==> src/rtl/mb_pkg.sv <==
// Shared Modbus RTU constants, response FSM states and the CRC-16/Modbus bit step.
package mb_pkg;

   localparam logic [7:0]  FC_WRITE_MULTI   = 8'h10;
   localparam logic [7:0]  EX_ILLEGAL_FUNC  = 8'h01;
   localparam logic [7:0]  EX_ILLEGAL_ADDR  = 8'h02;
   localparam logic [7:0]  EX_ILLEGAL_VALUE = 8'h03;
   localparam logic [15:0] MB_MAX_WRITE     = 16'd123;

   localparam logic [15:0] CRC_INIT = 16'hFFFF;
   localparam logic [15:0] CRC_POLY = 16'hA001;

   typedef enum logic [2:0] {
      ST_IDLE,
      ST_CHECK,
      ST_CRC,
      ST_GAP,
      ST_SEND,
      ST_WAIT,
      ST_DROP
   } state_t;

   function automatic logic [15:0] crc_step(input logic [15:0] c);
      return c[0] ? ((c >> 1) ^ CRC_POLY) : (c >> 1);
   endfunction

endpackage

==> src/rtl/mb_crc16.sv <==
// Bit-serial CRC-16/Modbus engine: one byte per 8 cycles, the first bit is
// processed in the cycle the byte is accepted.
module mb_crc16
   import mb_pkg::*;
(
   input  logic        clk,
   input  logic        rst_n,
   input  logic        init,
   input  logic        byte_valid,
   input  logic [7:0]  byte_in,
   output logic [15:0] crc_out,
   output logic        ready
);

   logic [15:0] crc_q, crc_d;
   logic [2:0]  bit_q, bit_d;

   always_comb begin
      crc_d = crc_q;
      bit_d = bit_q;
      if (init) begin
         crc_d = CRC_INIT;
         bit_d = 3'd0;
      end else if (byte_valid && (bit_q == 3'd0)) begin
         crc_d = crc_step(crc_q ^ {8'h00, byte_in});
         bit_d = 3'd7;
      end else if (bit_q != 3'd0) begin
         crc_d = crc_step(crc_q);
         bit_d = bit_q - 3'd1;
      end
   end

   always_ff @(posedge clk or negedge rst_n) begin
      if (!rst_n) begin
         crc_q <= CRC_INIT;
         bit_q <= 3'd0;
      end else begin
         crc_q <= crc_d;
         bit_q <= bit_d;
      end
   end

   assign crc_out = crc_q;
   assign ready   = (bit_q == 3'd0);

endmodule

==> src/rtl/mb_rtu_resp.sv <==
// Modbus RTU slave response sequencer: validates a received request, builds the
// function 0x10 echo or an exception reply, appends CRC-16 and streams it to uart_tx.
module mb_rtu_resp
   import mb_pkg::*;
#(
   parameter logic [7:0]  SLAVE_ADDR = 8'h01,
   parameter logic [15:0] REG_DEPTH  = 16'd64,
   parameter int          TURN_CYC   = 10000
) (
   input  logic        clk,
   input  logic        rst_n,
   input  logic        frame_done,
   input  logic        crc_err,
   input  logic [7:0]  rx_addr,
   input  logic [7:0]  rx_func,
   input  logic [15:0] mb_reg,
   input  logic [15:0] mb_num,
   output logic        send_en,
   output logic [7:0]  data_byte,
   input  logic        tx_done,
   output logic        busy,
   output logic        resp_done,
   output logic        overrun
);

   localparam int CRC_MAX = 1 + 8 * 6;
   localparam int CNT_MAX = (TURN_CYC > CRC_MAX) ? TURN_CYC : CRC_MAX;
   localparam int CW      = $clog2(CNT_MAX + 1);

   state_t        state_q, state_d;
   logic [7:0]    addr_q, addr_d, func_q, func_d;
   logic [15:0]   reg_q, reg_d, num_q, num_d;
   logic          crc_err_q, crc_err_d;
   logic [7:0]    buf_q [8];
   logic [7:0]    buf_d [8];
   logic [2:0]    len_q, len_d, idx_q, idx_d, feed_q, feed_d;
   logic [CW-1:0] cnt_q, cnt_d;
   logic          resp_done_q, resp_done_d;
   logic          crc_init, crc_valid, crc_ready;
   logic [15:0]   crc_val;
   logic          gap_done, crc_last;
   logic [7:0]    ex_code;
   logic [16:0]   reg_end;

   mb_crc16 u_crc (
      .clk        (clk),
      .rst_n      (rst_n),
      .init       (crc_init),
      .byte_valid (crc_valid),
      .byte_in    (buf_q[feed_q]),
      .crc_out    (crc_val),
      .ready      (crc_ready)
   );

   // cnt_q equals the number of cycles since frame_done, so it also marks the last CRC bit.
   assign gap_done = (cnt_q >= CW'(TURN_CYC));
   assign crc_last = (feed_q == len_q) && (cnt_q == CW'({len_q, 3'b001}));
   assign reg_end  = {1'b0, reg_q} + {1'b0, num_q};

   always_comb begin
      if (func_q != FC_WRITE_MULTI)                    ex_code = EX_ILLEGAL_FUNC;
      else if (num_q == 16'd0 || num_q > MB_MAX_WRITE) ex_code = EX_ILLEGAL_VALUE;
      else if (reg_end > {1'b0, REG_DEPTH})            ex_code = EX_ILLEGAL_ADDR;
      else                                             ex_code = 8'h00;
   end

   always_comb begin
      // NOTE: every signal written here gets its default first, so no path infers a latch.
      state_d     = state_q;
      addr_d      = addr_q;
      func_d      = func_q;
      reg_d       = reg_q;
      num_d       = num_q;
      crc_err_d   = crc_err_q;
      buf_d       = buf_q;
      len_d       = len_q;
      idx_d       = idx_q;
      feed_d      = feed_q;
      cnt_d       = cnt_q;
      resp_done_d = 1'b0;
      crc_init    = 1'b0;
      crc_valid   = 1'b0;

      if (state_q != ST_IDLE && cnt_q != CW'(CNT_MAX)) cnt_d = cnt_q + CW'(1);

      case (state_q)
         ST_IDLE: if (frame_done) begin
            addr_d    = rx_addr;
            func_d    = rx_func;
            reg_d     = mb_reg;
            num_d     = mb_num;
            crc_err_d = crc_err;
            cnt_d     = CW'(1);
            state_d   = ST_CHECK;
         end
         ST_CHECK: begin
            crc_init = 1'b1;
            feed_d   = 3'd0;
            idx_d    = 3'd0;
            // A broadcast (addr 0) also mismatches SLAVE_ADDR: it is never answered.
            if (crc_err_q || addr_q != SLAVE_ADDR) begin
               state_d = ST_DROP;
            end else begin
               state_d  = ST_CRC;
               buf_d[0] = addr_q;
               if (ex_code == 8'h00) begin
                  buf_d[1] = FC_WRITE_MULTI;
                  buf_d[2] = reg_q[15:8];
                  buf_d[3] = reg_q[7:0];
                  buf_d[4] = num_q[15:8];
                  buf_d[5] = num_q[7:0];
                  len_d    = 3'd6;
               end else begin
                  buf_d[1] = func_q | 8'h80;
                  buf_d[2] = ex_code;
                  len_d    = 3'd3;
               end
            end
         end
         ST_CRC: begin
            crc_valid = crc_ready && (feed_q != len_q);
            if (crc_valid) feed_d = feed_q + 3'd1;
            if (crc_last) state_d = gap_done ? ST_SEND : ST_GAP;
         end
         ST_GAP:  if (gap_done) state_d = ST_SEND;
         ST_SEND: state_d = ST_WAIT;
         ST_WAIT: if (tx_done) begin
            if (idx_q == len_q + 3'd1) begin
               resp_done_d = 1'b1;
               state_d     = ST_IDLE;
            end else begin
               idx_d   = idx_q + 3'd1;
               state_d = ST_SEND;
            end
         end
         ST_DROP: state_d = ST_IDLE;
         default: state_d = ST_IDLE;
      endcase

      if (state_q == ST_GAP || state_q == ST_SEND || state_q == ST_WAIT) begin
         buf_d[len_q]        = crc_val[7:0];
         buf_d[len_q + 3'd1] = crc_val[15:8];
      end
   end

   // NOTE: state registers use non-blocking assignments so every flop samples pre-edge values.
   always_ff @(posedge clk or negedge rst_n) begin
      if (!rst_n) begin
         state_q     <= ST_IDLE;
         addr_q      <= 8'h00;
         func_q      <= 8'h00;
         reg_q       <= 16'h0000;
         num_q       <= 16'h0000;
         crc_err_q   <= 1'b0;
         len_q       <= 3'd0;
         idx_q       <= 3'd0;
         feed_q      <= 3'd0;
         cnt_q       <= '0;
         resp_done_q <= 1'b0;
      end else begin
         state_q     <= state_d;
         addr_q      <= addr_d;
         func_q      <= func_d;
         reg_q       <= reg_d;
         num_q       <= num_d;
         crc_err_q   <= crc_err_d;
         len_q       <= len_d;
         idx_q       <= idx_d;
         feed_q      <= feed_d;
         cnt_q       <= cnt_d;
         resp_done_q <= resp_done_d;
      end
   end

   // NOTE: the buffer is not reset; it is always rewritten in CHECK and data_byte is gated outside SEND/WAIT.
   always_ff @(posedge clk) begin
      buf_q <= buf_d;
   end

   assign send_en   = (state_q == ST_SEND);
   assign data_byte = (state_q == ST_SEND || state_q == ST_WAIT) ? buf_q[idx_q] : 8'h00;
   assign busy      = (state_q != ST_IDLE);
   assign resp_done = resp_done_q;
   assign overrun   = frame_done && busy;

endmodule

==> config.mk <==
export PLATFORM = sky130hd
export DESIGN_NAME = mb_rtu_resp
export DESIGN_NICKNAME = d
export VERILOG_FILES = /design/src/rtl/mb_pkg.sv /design/src/rtl/mb_crc16.sv /design/src/rtl/mb_rtu_resp.sv
export SDC_FILE = /design/constraint.sdc
export NUM_CORES = 1
export LEC_CHECK = 0
export BUFFER_PORTS_ARGS = -buffer_cell sky130_fd_sc_hd__buf_2
export CORE_MARGIN = 10
export CORE_UTILIZATION = 50
export CTS_BUF_LIST = sky130_fd_sc_hd__clkbuf_8
export CTS_CLUSTER_DIAMETER = 40
export DETAILED_ROUTE_END_ITERATION = 8
export HOLD_SLACK_MARGIN = 0.06
export PLACE_DENSITY = 0.77
export SYNTH_ARGS = -nofsm -noshare
export SYNTH_HDL_FRONTEND = slang
export SYNTH_HIERARCHICAL = 1
export SYNTH_SLANG_ARGS = --single-unit
export TNS_END_PERCENT = 5
==> constraint.sdc <==
create_clock -name clk -period 4.53 [get_ports clk]
set_input_delay 1.1325 -clock clk [delete_from_list [all_inputs] [get_ports clk]]
set_output_delay 1.1325 -clock clk [all_outputs]
set_load 0.005 [all_outputs]
Word-level counts from Yosys, hierarchy flattened. Index checks and enable logic that the tools add are counted.

Bits in registers: 159. Bits of input ports: 53. Output and inout bits: 12.

$add $sub $neg: 6. $lt $le $gt $ge: 9. Equality and inequality tests: 18. Mux-type cells: 51. Bitwise logic cells: 8. Reduce and logical (&&, ||, !) cells: 26.

Operator list (number): 64-bit bitwise mux (2); 16-bit 2-to-1 mux (6); 48-bit 2-to-1 mux (2); 64-bit 2-to-1 mux (1); 8-bit 2-to-1 mux (8); 8-bit binary-select mux with 3-bit select (2); 8-bit demux with 3-bit select (2); 14-bit 2-to-1 mux (3); 3-bit 2-to-1 mux (14); 24-bit 2-to-1 mux (1); 3-bit one-hot mux with 6 select lines (1); 16-bit by 16-bit adder with 17-bit output (1); 17-bit by 7-bit greater-than comparator with 1-bit output (second input constant) (1); 4-bit greater-or-equal comparator (second input constant) (4); 16-bit by 7-bit greater-than comparator with 1-bit output (second input constant) (1); 16-bit logical NOT (1); 3-bit inverter with 4-bit output (4); 16-bit by 8-bit XOR with 16-bit output (1); 14-bit by 1-bit adder with 14-bit output (second input constant) (1); 14-bit by 6-bit equality test with 1-bit output (1); 14-bit greater-or-equal comparator (second input constant) (1); 14-bit inequality test (second input constant) (1); 2-bit inequality test (second input constant) (6); 3-bit one-hot mux with 2 select lines (2); other kinds (23) (51).

Logic depth before layout (Yosys ltp). Gate-level depths: netlist of the first run.

Word-level depth: 12. Depth in mapped cells: 13.

By module. Netlist of the first run, hierarchy kept.

By module, submodules not included: mb_rtu_resp (times used 1, cells an instance 902, area an instance 8704.6 µm², sequential area each 3343.2 µm²); mb_crc16 (times used 1, cells an instance 108, area an instance 1106.1 µm², sequential area each 495.5 µm²).

Worst setup path before layout of the first run. Ideal clock, no wire load.

Path kind: register to output. Start point: register idx_q[0]. End point: output data_byte[6]. Arrival time: 2055 ps. Data required time: 3398 ps. Slack: 1342 ps. Cell stages (with the launch flop): 6. Cell sequence: dfrtp_1 > clkbuf_1 > buf_1 > mux4_2 > mux2i_1 > nor2_1.

Longest elaborated chain between the ends: 5.

RTL lines: start, declared (RTL line mb_rtu_resp.sv:36) `logic [2:0] len_q, len_d, idx_q, idx_d, feed_q, feed_d;`; start signal, assigned (RTL line mb_rtu_resp.sv:168) `idx_q <= idx_d;`; 3-bit inverter with 4-bit output (not written as such) (RTL line mb_rtu_resp.sv:181) `assign data_byte = (state_q == ST_SEND || state_q == ST_WAIT) ? buf_q[idx_q] : 8'h00;`; 8-bit binary-select mux with 3-bit select (RTL line mb_rtu_resp.sv:181); 8-bit 2-to-1 mux (not written as such) (2 in series) (RTL line mb_rtu_resp.sv:181); 8-bit 2-to-1 mux (RTL line mb_rtu_resp.sv:181); end, declared (RTL line mb_rtu_resp.sv:19) `output logic [7:0] data_byte,`.

No other way between the ends. The select of a mux whose other input is x is not followed.

==> impl_metrics.py, run 1 <==
metrics = {
    "clock_network": {
        "ctsHoldBuffers": 0,
        "insertion_delay_ns": 0.47,
        "cts-htree-levels": 4,
        "clk_pin_slew_ns": 0.10,
        "cts_buffer_depth": 2,
        "clock-sinks": 159,
        "ctsRootBufferMaster": "clkbuf_8",
        "numCtsBuffers": 17,
        "postCtsResizedCells": 0,
        "cts_setup_buffers": 0,
        "tritoncts": "done",
    },
    "job": {
        "drv_cap": 0,
    },
    "drt": {
        "drtPass1Iterations": 6,
        "finalWirelength_um": 27730,
        "drc_errors": 0,
        "initialDrtViolationCount": 1083,
        "postRouteAntennaNets": 0,
        "routed-via-count": 8332,
        "via_per_inst": 6.409,
        "wl_per_cell_um": 21.33,
    },
    "worst_setup_path": {
        "end_kind": "register",
        "worstPathRequired_ns": 4.87,
        "reg2reg_depth": 10,
        "critPathArrivalTime_ns": 4.03,
        "setup.worst_path.start_class": "register",
        "critPathKind": "register to register",
        "crit_fanout": 17,
        "rrSetupSlack_ns": 0.84,
    },
    "grt": {
        "grtUsageTotal_pct": 21.40,
        "grt_pass1_wl_um": 44480,
        "grt_max_degree": 62,
        "antenna_found_initial": 0,
        "globalRouteOverflowTotal": 0,
        "grt_pass1_vias": 8286,
    },
    "sta": {
        "fin_setup_tns_ns": 0,
        "slew_headroom_pct": 20.87,
        "max_freq_mhz": 271.1,
        "setup_viol": 0,
        "clock_skew_ns": 0.01081,
        "worstMarginPinSlew_ns": 1.187,
        "maxSlewViolCount": 0,
        "hold_viol_final": 0,
        "grt_setup_unrepaired": "false",
        "post-route-period-util_pct": 81.44,
        "fin_crit_ns": 3.689,
    },
    "logic_synthesis": {
        "yosysWarnings": 6,
        "netlist.area_leader.share_pct": 20.15,
        "synth_edf_count": 16,
        "syn_area_sq_um": 9811,
        "synth_ff_type": "dfrtp_1",
        "synth_area_leader_cell": "dfrtp_1",
        "synth.most_common_cell": "nor2_1",
        "async_flop_share_pct": 59.75,
        "ys_top_cells_by_area": "dfrtp_1 (20%), dfxtp_1 (9.8%), mux4_2 (7.3%)",
        "syn_area_per_cell_sq_um": 9.714,
        "syn_nets": 1088,
        "synth_cell_types": 76,
        "yosysSeqAreaShare_pct": 39.13,
        "ys_top_cells_by_count": "nor2_1 (96), nand2_1 (80), dfrtp_1 (79), a21oi_1 (65), mux2_2 (59)",
        "postSynthCellCount": 1010,
        "ys_ff_latch": 159,
    },
    "layout": {
        "design_area_sq_um": 10550,
        "drive_gt1_share_pct": 22.32,
        "layout.nets": 1100,
        "diodes": 0,
        "area_delta_synth_final_pct": 7.576,
    },
    "min_path": {
        "hold_path_depth": 1,
        "hp-class": "register to register",
    },
    "floorplan": {
        "start_util_pct": 50.57,
        "die-area_sq_um": 25620,
        "die_x_um": 160.1,
        "die_h_um": 160.1,
        "rows": 51,
        "io_pins": 65,
        "coreArea_sq_um": 19400,
    },
    "place": {
        "io_buffers": 64,
        "finalWeightedCongestion": 0.9503,
        "hpwlAfterDp_um": 19510,
        "placed_area_sq_um": 10190,
    },
    "power": {
        "p_per_area_nw_per_um2": 770.1,
        "swShare_pct": 47.19,
        "p_switching_mw": 3.835,
        "sequentialPowerShare_pct": 37.2,
        "p_leak_nw": 4.222,
        "ir_drop_mv": 0.4403,
        "pwr-share-clk_pct": 12.5,
        "p_int_mw": 4.292,
        "combPwrFrac_pct": 50.3,
    },
    "outcome": {
        "outcome": "finished clean",
    },
}
[layer usage]
metal	GRT usage, %	wire length (um)	vias up
li1	-	-	3798
met1	27.50	11210	4014
met2	33.47	12650	426
met3	4.910	2617	94
met4	10.14	1246	0
met5	0	0	-
[path summary, 6_finish.rpt]
check	from	endpoint
worst min register to register	addr_q[0]$_DFFE_PN0P_	addr_q[0]$_DFFE_PN0P_
max in group asynchronous	rst_n	u_crc/crc_out[11]$_DFFE_PN1P_
min in group asynchronous	rst_n	cnt_q[12]$_DFF_PN0_
worst max register to register	reg_q[0]$_DFFE_PN0P_	buf_q[39]$_DFF_P_
worst min-delay path	addr_q[0]$_DFFE_PN0P_	addr_q[0]$_DFFE_PN0P_
worst max-delay path	reg_q[0]$_DFFE_PN0P_	buf_q[39]$_DFF_P_
[area by class of cell]
| cell class | count | area, sq um |
|---|---|---|
| clock buffer | 17 | 234.0 |
| timing repair buffer | 78 | 427.9 |
| sequential | 159 | 3839 |
| tap | 265 | 331.6 |
| fill | 1794 | 8845 |
| clock inverter | 15 | 128.9 |
| multi-input combinational | 743 | 5502 |
| inverter | 23 | 91.34 |
[cell families after synthesis]
group,count (synthesis),share of synthesized area (%)
and+or+nand+nor,309,15.44
AOI/OAI and AO/OA,274,19.09
DFF,159,39.13
buffers and inverters,108,4.808
muxes,102,15.24
xor gates and xnor gates,33,3.023
adders and majority gates,25,3.265
[critical path, stage by stage (launching register included)]
cell and delay [ns]:
dfrtp_1 0.41, ha_1 0.23, fa_1 0.43, a21oi_1 0.17, o22ai_1 0.12, o21ai_0 0.43, a221oi_1 0.15, nor4b_1 0.52
nand3_1 0.55, nor4_1 0.49, a221oi_2 0.06
[stage by stage]
stage / hold slack [ns] / worst slack [ns] / cells / util [%] / power (mW)
3_3_place_gp: 0.4873 / 1.064 / 1268 / 52.53 / 6.857
4_1_cts: 0.5195 / 0.9198 / 1300 / 54.41 / 8.029
2_1_floorplan: 0.4711 / 1.342 / 1010 / - / 5.831
6_report: 0.5176 / 0.8407 / 1300 / 54.41 / 8.127
5_1_grt: 0.5371 / 0.4819 / 1300 / 54.41 / 8.687
3_5_place_dp: 0.4968 / 0.9413 / 1268 / 52.53 / 7.007
[cell usage in the layout (no fill, tap or decap), types with 8 or more instances in the layout]
cell | synthesis | layout
buf_4 | 1 | 15
clkbuf_8 | 0 | 17
nand3_1 | 21 | 21
nand2b_1 | 13 | 13
a22o_1 | 24 | 24
a32oi_1 | 9 | 9
nor4_1 | 10 | 10
mux2_2 | 59 | 59
buf_2 | 3 | 63
inv_1 | 22 | 23
a32o_1 | 8 | 8
or3_1 | 8 | 8
mux4_2 | 32 | 32
dfstp_2 | 16 | 16
nand4_1 | 9 | 9
a21oi_1 | 65 | 65
dfrtp_1 | 79 | 79
a31oi_1 | 11 | 11
nor3_1 | 19 | 19
dfxtp_1 | 48 | 48
ha_1 | 24 | 24
nor2_1 | 96 | 96
o22ai_1 | 44 | 44
and3_1 | 9 | 9
mux2i_1 | 11 | 11
xnor2_1 | 18 | 18
o21ai_0 | 40 | 40
nor2b_1 | 14 | 14
nand2_1 | 80 | 80
xor2_1 | 14 | 14
o311a_1 | 9 | 9
edfxtp_1 | 16 | 16
a22oi_1 | 15 | 15
[power by group through the flow]
stage	sequential [mW]	combinational (mW)	clock [mW]
2_1_floorplan	2.39	3.44	0
3_3_place_gp	2.97	3.89	0
3_5_place_dp	3.00	4.00	0
4_1_cts	2.98	4.03	1.02
5_1_grt	3.08	4.53	1.08
6_report	3.02	4.09	1.01
Note: power is estimated with default switching activity, not from simulation.
==> inputs of run 2 (changes only) <==
==> constraint.sdc (replaced) <==
create_clock -name clk -period 3.6 [get_ports clk]
set_input_delay 0.9 -clock clk [delete_from_list [all_inputs] [get_ports clk]]
set_output_delay 0.9 -clock clk [all_outputs]
set_load 0.005 [all_outputs]
==> run 2 against run 1 <==
Largest power group unchanged. Sequential share of layout area decreased by 0.35 points. Flip-flop and latch count did not move. Clock-buffer cell count unchanged. Setup slack lost 0.56 ns. Fmax up 11%. Core utilization up 0.54 points. Critical endpoint is now buf_q[16]$_DFF_P_. Register-to-register slack lost 0.56 ns.
==> impl_metrics.py, run 2 (synthesis gave the netlist of run 1 again) <==
metrics = {
    "job": {
        "drv_cap": 0,
    },
    "worst_setup_path": {
        "setup.worst_path.start_class": "register",
        "critPathArrivalTime_ns": 3.68,
        "rrSetupSlack_ns": 0.28,
        "end_kind": "register",
        "slowest_stage": "a2111oi_0",
        "crit_fanout": 25,
        "critPathKind": "register to register",
        "slowest_delay_ns": 0.48,
        "worstPathRequired_ns": 3.96,
        "crit_chain": "ha_1, a21oi_1, o22ai_1, a2111oi_0, o21ai_0, nor4_1, and4_1, nand2_4, o311a_1",
    },
    "power": {
        "p_leak_nw": 4.278,
        "p_int_mw": 5.543,
        "p_switching_mw": 4.745,
        "ir_drop_mv": 0.6135,
        "pwr-share-clk_pct": 12.9,
        "combPwrFrac_pct": 50.5,
        "power_mw": 10.29,
        "p_per_area_nw_per_um2": 965.3,
        "sequentialPowerShare_pct": 36.6,
        "swShare_pct": 46.13,
    },
    "floorplan": {
        "die-area_sq_um": 25620,
        "rows": 51,
        "die_h_um": 160.1,
        "coreArea_sq_um": 19400,
        "die_x_um": 160.1,
        "start_util_pct": 50.57,
        "io_pins": 65,
    },
    "grt": {
        "grt_pass1_wl_um": 43970,
        "grtUsageTotal_pct": 21.08,
        "grt_max_degree": 65,
        "globalRouteOverflowTotal": 0,
        "grt_pass1_vias": 8089,
        "antenna_found_initial": 0,
    },
    "min_path": {
        "hp-class": "primary input to asynchronous set/reset pin",
    },
    "drt": {
        "wl_per_cell_um": 20.95,
        "via_per_inst": 6.433,
        "postRouteAntennaNets": 0,
        "drtPass1Iterations": 9,
        "finalWirelength_um": 27400,
        "routed-via-count": 8414,
        "initialDrtViolationCount": 1031,
        "drc_errors": 0,
    },
    "clock_network": {
        "clk_pin_slew_ns": 0.08,
        "numCtsBuffers": 17,
        "cts-htree-levels": 4,
        "cts_buffer_depth": 2,
        "insertion_delay_ns": 0.47,
        "tritoncts": "done",
        "clock-sinks": 159,
        "cts_setup_buffers": 0,
        "ctsRootBufferMaster": "clkbuf_8",
    },
    "place": {
        "hpwlAfterDp_um": 19090,
        "finalWeightedCongestion": 0.9472,
        "placed_area_sq_um": 10280,
        "io_buffers": 64,
    },
    "layout": {
        "diodes": 0,
        "drive_gt1_share_pct": 22.72,
        "fill_cells": 1716,
        "final_util_pct": 54.94,
        "design_area_sq_um": 10660,
        "final_common_cell": "nor2_1",
        "final_cell_mix": "nor2_1 (96), nand2_1 (80), dfrtp_1 (79), a21oi_1 (65), buf_2 (63)",
        "layout.nets": 1108,
        "area_delta_synth_final_pct": 8.634,
    },
    "sta": {
        "post-route-period-util_pct": 92.28,
        "fin_crit_ns": 3.322,
        "fin_setup_tns_ns": 0,
        "worstMarginPinSlew_ns": 0.8381,
        "grt_setup_unrepaired": "false",
        "maxSlewViolCount": 0,
        "max_freq_mhz": 301.0,
        "slew_headroom_pct": 44.13,
        "hold_viol_final": 0,
        "clock_skew_ns": 0.01230,
        "setup_viol": 0,
    },
    "outcome": {
        "outcome": "finished clean",
    },
}
## run 2: changes by cell type in the layout (fill, tap and decap cells not counted), moves of 2 or more
| cell | before | now |
|---|---|---|
| buf_4 | 15 | 21 |
| inv_8 | 3 | 0 |
| buf_12 | 0 | 2 |
| bufinv_16 | 0 | 2 |
| clkinv_4 | 4 | 2 |
| clkinvlp_4 | 1 | 3 |
| inv_1 | 23 | 25 |
| inv_6 | 6 | 4 |
## run 2: critical path, delay by kind of cell, from the launching register on
family,cells,cell delay (ns)
AOI/OAI and AO/OA,5,1.41
and+or+nand+nor,3,0.93
DFF,1,0.43
adders and majority gates,1,0.44
## run 2: final cells by class
class | count | area, sq um | share of cell area [%]
multi-input cells | 743 | 5502 | 51.62
clock inverters | 15 | 147.6 | 1.385
flip-flops and latches | 159 | 3839 | 36.02
clock buffers | 17 | 234.0 | 2.195
repair buffers | 86 | 513.0 | 4.813
well taps | 265 | 331.6 | 3.111
inverters | 23 | 91.34 | 0.8570
## run 2: final timing paths
kind,cells after the start,from,to
worst max-delay path,9,reg_q[7]$_DFFE_PN0P_,buf_q[16]$_DFF_P_
min in group clk,1,addr_q[0]$_DFFE_PN0P_,addr_q[0]$_DFFE_PN0P_
max in group asynchronous,2,rst_n,num_q[5]$_DFFE_PN0P_
worst min-delay path,1,rst_n,cnt_q[13]$_DFF_PN0_
worst max register to register,9,reg_q[7]$_DFFE_PN0P_,buf_q[16]$_DFF_P_
worst min register to register,1,addr_q[0]$_DFFE_PN0P_,addr_q[0]$_DFFE_PN0P_
## run 2: stage by stage
stage          hold WS, ns  worst slack, ns  cells
2_1_floorplan       0.4711           0.5271   1010
3_3_place_gp        0.4864           0.3249   1276
3_5_place_dp        0.4919           0.2117   1276
4_1_cts             0.4911           0.1433   1308
5_1_grt             0.5039          0.08149   1308
6_report            0.4806           0.2780   1308
## run 2: what timing repair did
item                                    in CTS  in global routing
endpoints found under the setup margin       0                 22
hold buffers                                 0                  0
gates resized for setup                      0                  1
## run 2: per-layer routing
metal	wire (um)	track usage (%)
met4	879	7.888
met5	0	0
met3	2474	4.910
met1	11390	27.60
met2	12660	33.24
## run 2: power groups by stage
stage / logic [mW] / clock network (mW) / registers [mW]
6_report: 5.20 / 1.33 / 3.76
5_1_grt: 5.70 / 1.42 / 3.83
4_1_cts: 5.12 / 1.34 / 3.70
3_5_place_dp: 5.08 / 0 / 3.74
3_3_place_gp: 4.98 / 0 / 3.70
2_1_floorplan: 4.33 / 0 / 3.01
==> inputs of run 3 (changes only) <==
--- a/config.mk
+++ b/config.mk
@@ -11,10 +11,10 @@
 export CTS_BUF_LIST = sky130_fd_sc_hd__clkbuf_8
 export CTS_CLUSTER_DIAMETER = 40
 export DETAILED_ROUTE_END_ITERATION = 8
+export GPL_ROUTABILITY_DRIVEN = 0
 export HOLD_SLACK_MARGIN = 0.06
 export PLACE_DENSITY = 0.77
 export SYNTH_ARGS = -nofsm -noshare
 export SYNTH_HDL_FRONTEND = slang
-export SYNTH_HIERARCHICAL = 1
 export SYNTH_SLANG_ARGS = --single-unit
 export TNS_END_PERCENT = 5
==> run 3 against run 2 <==
Via count fell by 1.4%. Non-clock buffer count did not move. Fmax fell by 2.8%. Final area fell by 0.69%. Clock skew fell by 0.0018 ns. Clock-buffer cell count rose by 2. Die area fell by 1.7%. Sequential share of layout area rose by 0.25 points. Largest power group unchanged.
==> impl_metrics.py, run 3 <==
metrics = {
    "worst_setup_path": {
        "critPathArrivalTime_ns": 3.79,
        "crit_fanout": 48,
        "setup.worst_path.start_class": "register",
        "crit_chain": "ha_1, fa_1, xor2_1, a2111oi_0, nand2b_1, o41a_1, a2111o_1, nor4_4, buf_12, nor3_1, a221oi_2",
        "worstPathRequired_ns": 3.97,
        "slowest_delay_ns": 0.44,
        "path_buf_inv": 1,
        "reg2reg_depth": 11,
        "cp.depth": 11,
        "path_delay_family": "compound AO/OA/AOI/OAI gates",
        "end_kind": "register",
        "crit_start": "num_q[0]$_DFFE_PN0P_",
        "timing.rr.start": "num_q[0]$_DFFE_PN0P_",
        "critPathKind": "register to register",
        "slowest_stage": "fa_1",
    },
    "drt": {
        "finalWirelength_um": 26620,
        "initialDrtViolationCount": 929,
        "routed-via-count": 8292,
        "postRouteAntennaNets": 0,
        "wl_per_cell_um": 20.42,
        "via_per_inst": 6.359,
        "drtPass1Iterations": 6,
        "drc_errors": 0,
    },
    "power": {
        "p_leak_nw": 4.223,
        "ir_drop_mv": 0.6014,
        "power_mw": 9.726,
        "p_per_area_nw_per_um2": 918.9,
    },
    "grt": {
        "grt_util_met2_pct": 31.66,
        "globalRouteOverflowTotal": 0,
        "busiest_layer": "met2",
        "antenna_found_initial": 0,
        "grt_use_met1_pct": 27.58,
        "grt_pass1_wl_um": 43200,
        "grtUsageTotal_pct": 20.70,
        "use_met3_pct": 5.216,
        "grt_max_degree": 65,
        "grt_pass1_vias": 8053,
    },
    "layout": {
        "fill_cells": 1634,
        "final_cells": 1304,
        "final_util_pct": 56.21,
        "final_cell_mix": "nor2_1 (107), nand2_1 (81), dfrtp_1 (79), a21oi_1 (73), buf_2 (63)",
        "diodes": 0,
        "design_area_sq_um": 10580,
        "drive_gt1_share_pct": 21.84,
        "area_delta_synth_final_pct": 10.03,
        "final_common_cell": "nor2_1",
        "layout.nets": 1109,
    },
    "clock_network": {
        "numCtsBuffers": 17,
        "ctsHoldBuffers": 0,
        "cts_buffer_depth": 2,
        "clock-sinks": 159,
        "clk_pin_slew_ns": 0.08,
        "cts_setup_buffers": 0,
        "tritoncts": "done",
        "cts-htree-levels": 4,
        "insertion_delay_ns": 0.46,
        "postCtsResizedCells": 0,
        "ctsRootBufferMaster": "clkbuf_8",
    },
    "logic_synthesis": {
        "yosysWarnings": 0,
        "postSynthCellCount": 1008,
        "yosysSeqAreaShare_pct": 39.91,
        "synth_area_leader_cell": "dfrtp_1",
        "ys_top_cells_by_count": "nor2_1 (107), nand2_1 (81), dfrtp_1 (79), clkbuf_1 (74), a21oi_1 (73)",
        "syn_nets": 1086,
        "netlist.area_leader.share_pct": 20.55,
        "async_flop_share_pct": 59.75,
        "synth_cell_types": 70,
        "syn_area_sq_um": 9619,
        "synth_edf_count": 16,
        "ys_ff_latch": 159,
        "synth.most_common_cell": "nor2_1",
        "synth_ff_type": "dfrtp_1",
        "syn_area_per_cell_sq_um": 9.543,
        "ys_top_cells_by_area": "dfrtp_1 (21%), dfxtp_1 (10%), mux4_2 (7.5%)",
    },
    "job": {
        "drv_cap": 0,
    },
    "floorplan": {
        "die-area_sq_um": 25190,
        "start_util_pct": 51.08,
        "die_x_um": 158.7,
        "rows": 50,
        "io_pins": 65,
        "die_h_um": 158.7,
        "coreArea_sq_um": 18830,
    },
    "sta": {
        "post-route-period-util_pct": 94.98,
        "maxSlewViolCount": 0,
        "fin_crit_ns": 3.419,
        "setup_viol": 0,
        "clock_skew_ns": 0.01050,
        "slew_headroom_pct": 40.96,
        "max_freq_mhz": 292.5,
        "fin_setup_tns_ns": 0,
        "hold_viol_final": 0,
        "grt_setup_unrepaired": "false",
        "worstMarginPinSlew_ns": 0.8789,
        "worst_slack_ns": 0.1807,
        "worst_hold_slack_ns": 0.4584,
    },
    "place": {
        "placed_area_sq_um": 10150,
        "hpwlAfterDp_um": 18910,
        "place_ws_ns": 0.2415,
        "io_buffers": 64,
        "dpl.cell_count": 1272,
    },
    "outcome": {
        "outcome": "finished clean",
    },
    "min_path": {
        "hp-class": "primary input to asynchronous set/reset pin",
    },
}
-- run 3: worst reg2reg max path, stage by stage, from the launching register on --
cell	delay, ns
dfrtp_1	0.42
ha_1	0.23
fa_1	0.44
xor2_1	0.16
a2111oi_0	0.30
nand2b_1	0.10
o41a_1	0.38
a2111o_1	0.40
nor4_4	0.32
buf_12	0.29
nor3_1	0.11
a221oi_2	0.18
-- run 3: worst paths after layout --
| check | to | slack (ns) |
|---|---|---|
| max in group asynchronous | reg_q[7]$_DFFE_PN0P_ | 2.47 |
| max reg2reg | buf_q[35]$_DFF_P_ | 0.18 |
| min | reg_q[0]$_DFFE_PN0P_ | 0.46 |
| min in group clk | buf_q[63]$_DFF_P_ | 0.50 |
| min reg2reg | buf_q[63]$_DFF_P_ | 0.50 |
| max | buf_q[35]$_DFF_P_ | 0.18 |
-- run 3: final cells by class --
type | count | area, sq um | share of cell area, %
repair buffers | 86 | 513.0 | 4.847
clock buffers | 19 | 261.5 | 2.471
well taps | 260 | 325.3 | 3.074
multi-input cells | 743 | 5384 | 50.87
inverters | 24 | 90.09 | 0.8512
flip-flops and latches | 159 | 3839 | 36.27
clock inverters | 13 | 171.4 | 1.620
-- run 3: per-layer routing --
| metal | part of all wire (%) | wire, um | up-vias |
|---|---|---|---|
| met5 | 0 | 0 | - |
| met4 | 2.8 | 752 | 0 |
| met3 | 9.8 | 2613 | 67 |
| met2 | 46 | 12250 | 408 |
| met1 | 41 | 11010 | 4009 |
| li1 | - | - | 3808 |
-- run 3: report_power, final --
part / internal (mW) / leakage, nW / switching (mW)
Sequential: 2.51 / 1.73 / 1.01
Combinational: 2.09 / 2.26 / 2.65
Clock: 0.785 / 0.230 / 0.683
Total: 5.38 / 4.22 / 4.34
-- run 3: cells by family (layout without fill, tap and decap cells) --
group | count (synthesis) | count (layout) | share of synthesized area [%]
fa+ha+maj | 25 | 25 | 3.330
flops | 159 | 159 | 39.91
compound gates | 277 | 277 | 19.26
simple gates | 308 | 308 | 14.91
xor+xnor | 31 | 31 | 2.823
mux | 102 | 102 | 15.43
buf+inv | 106 | 142 | 4.344
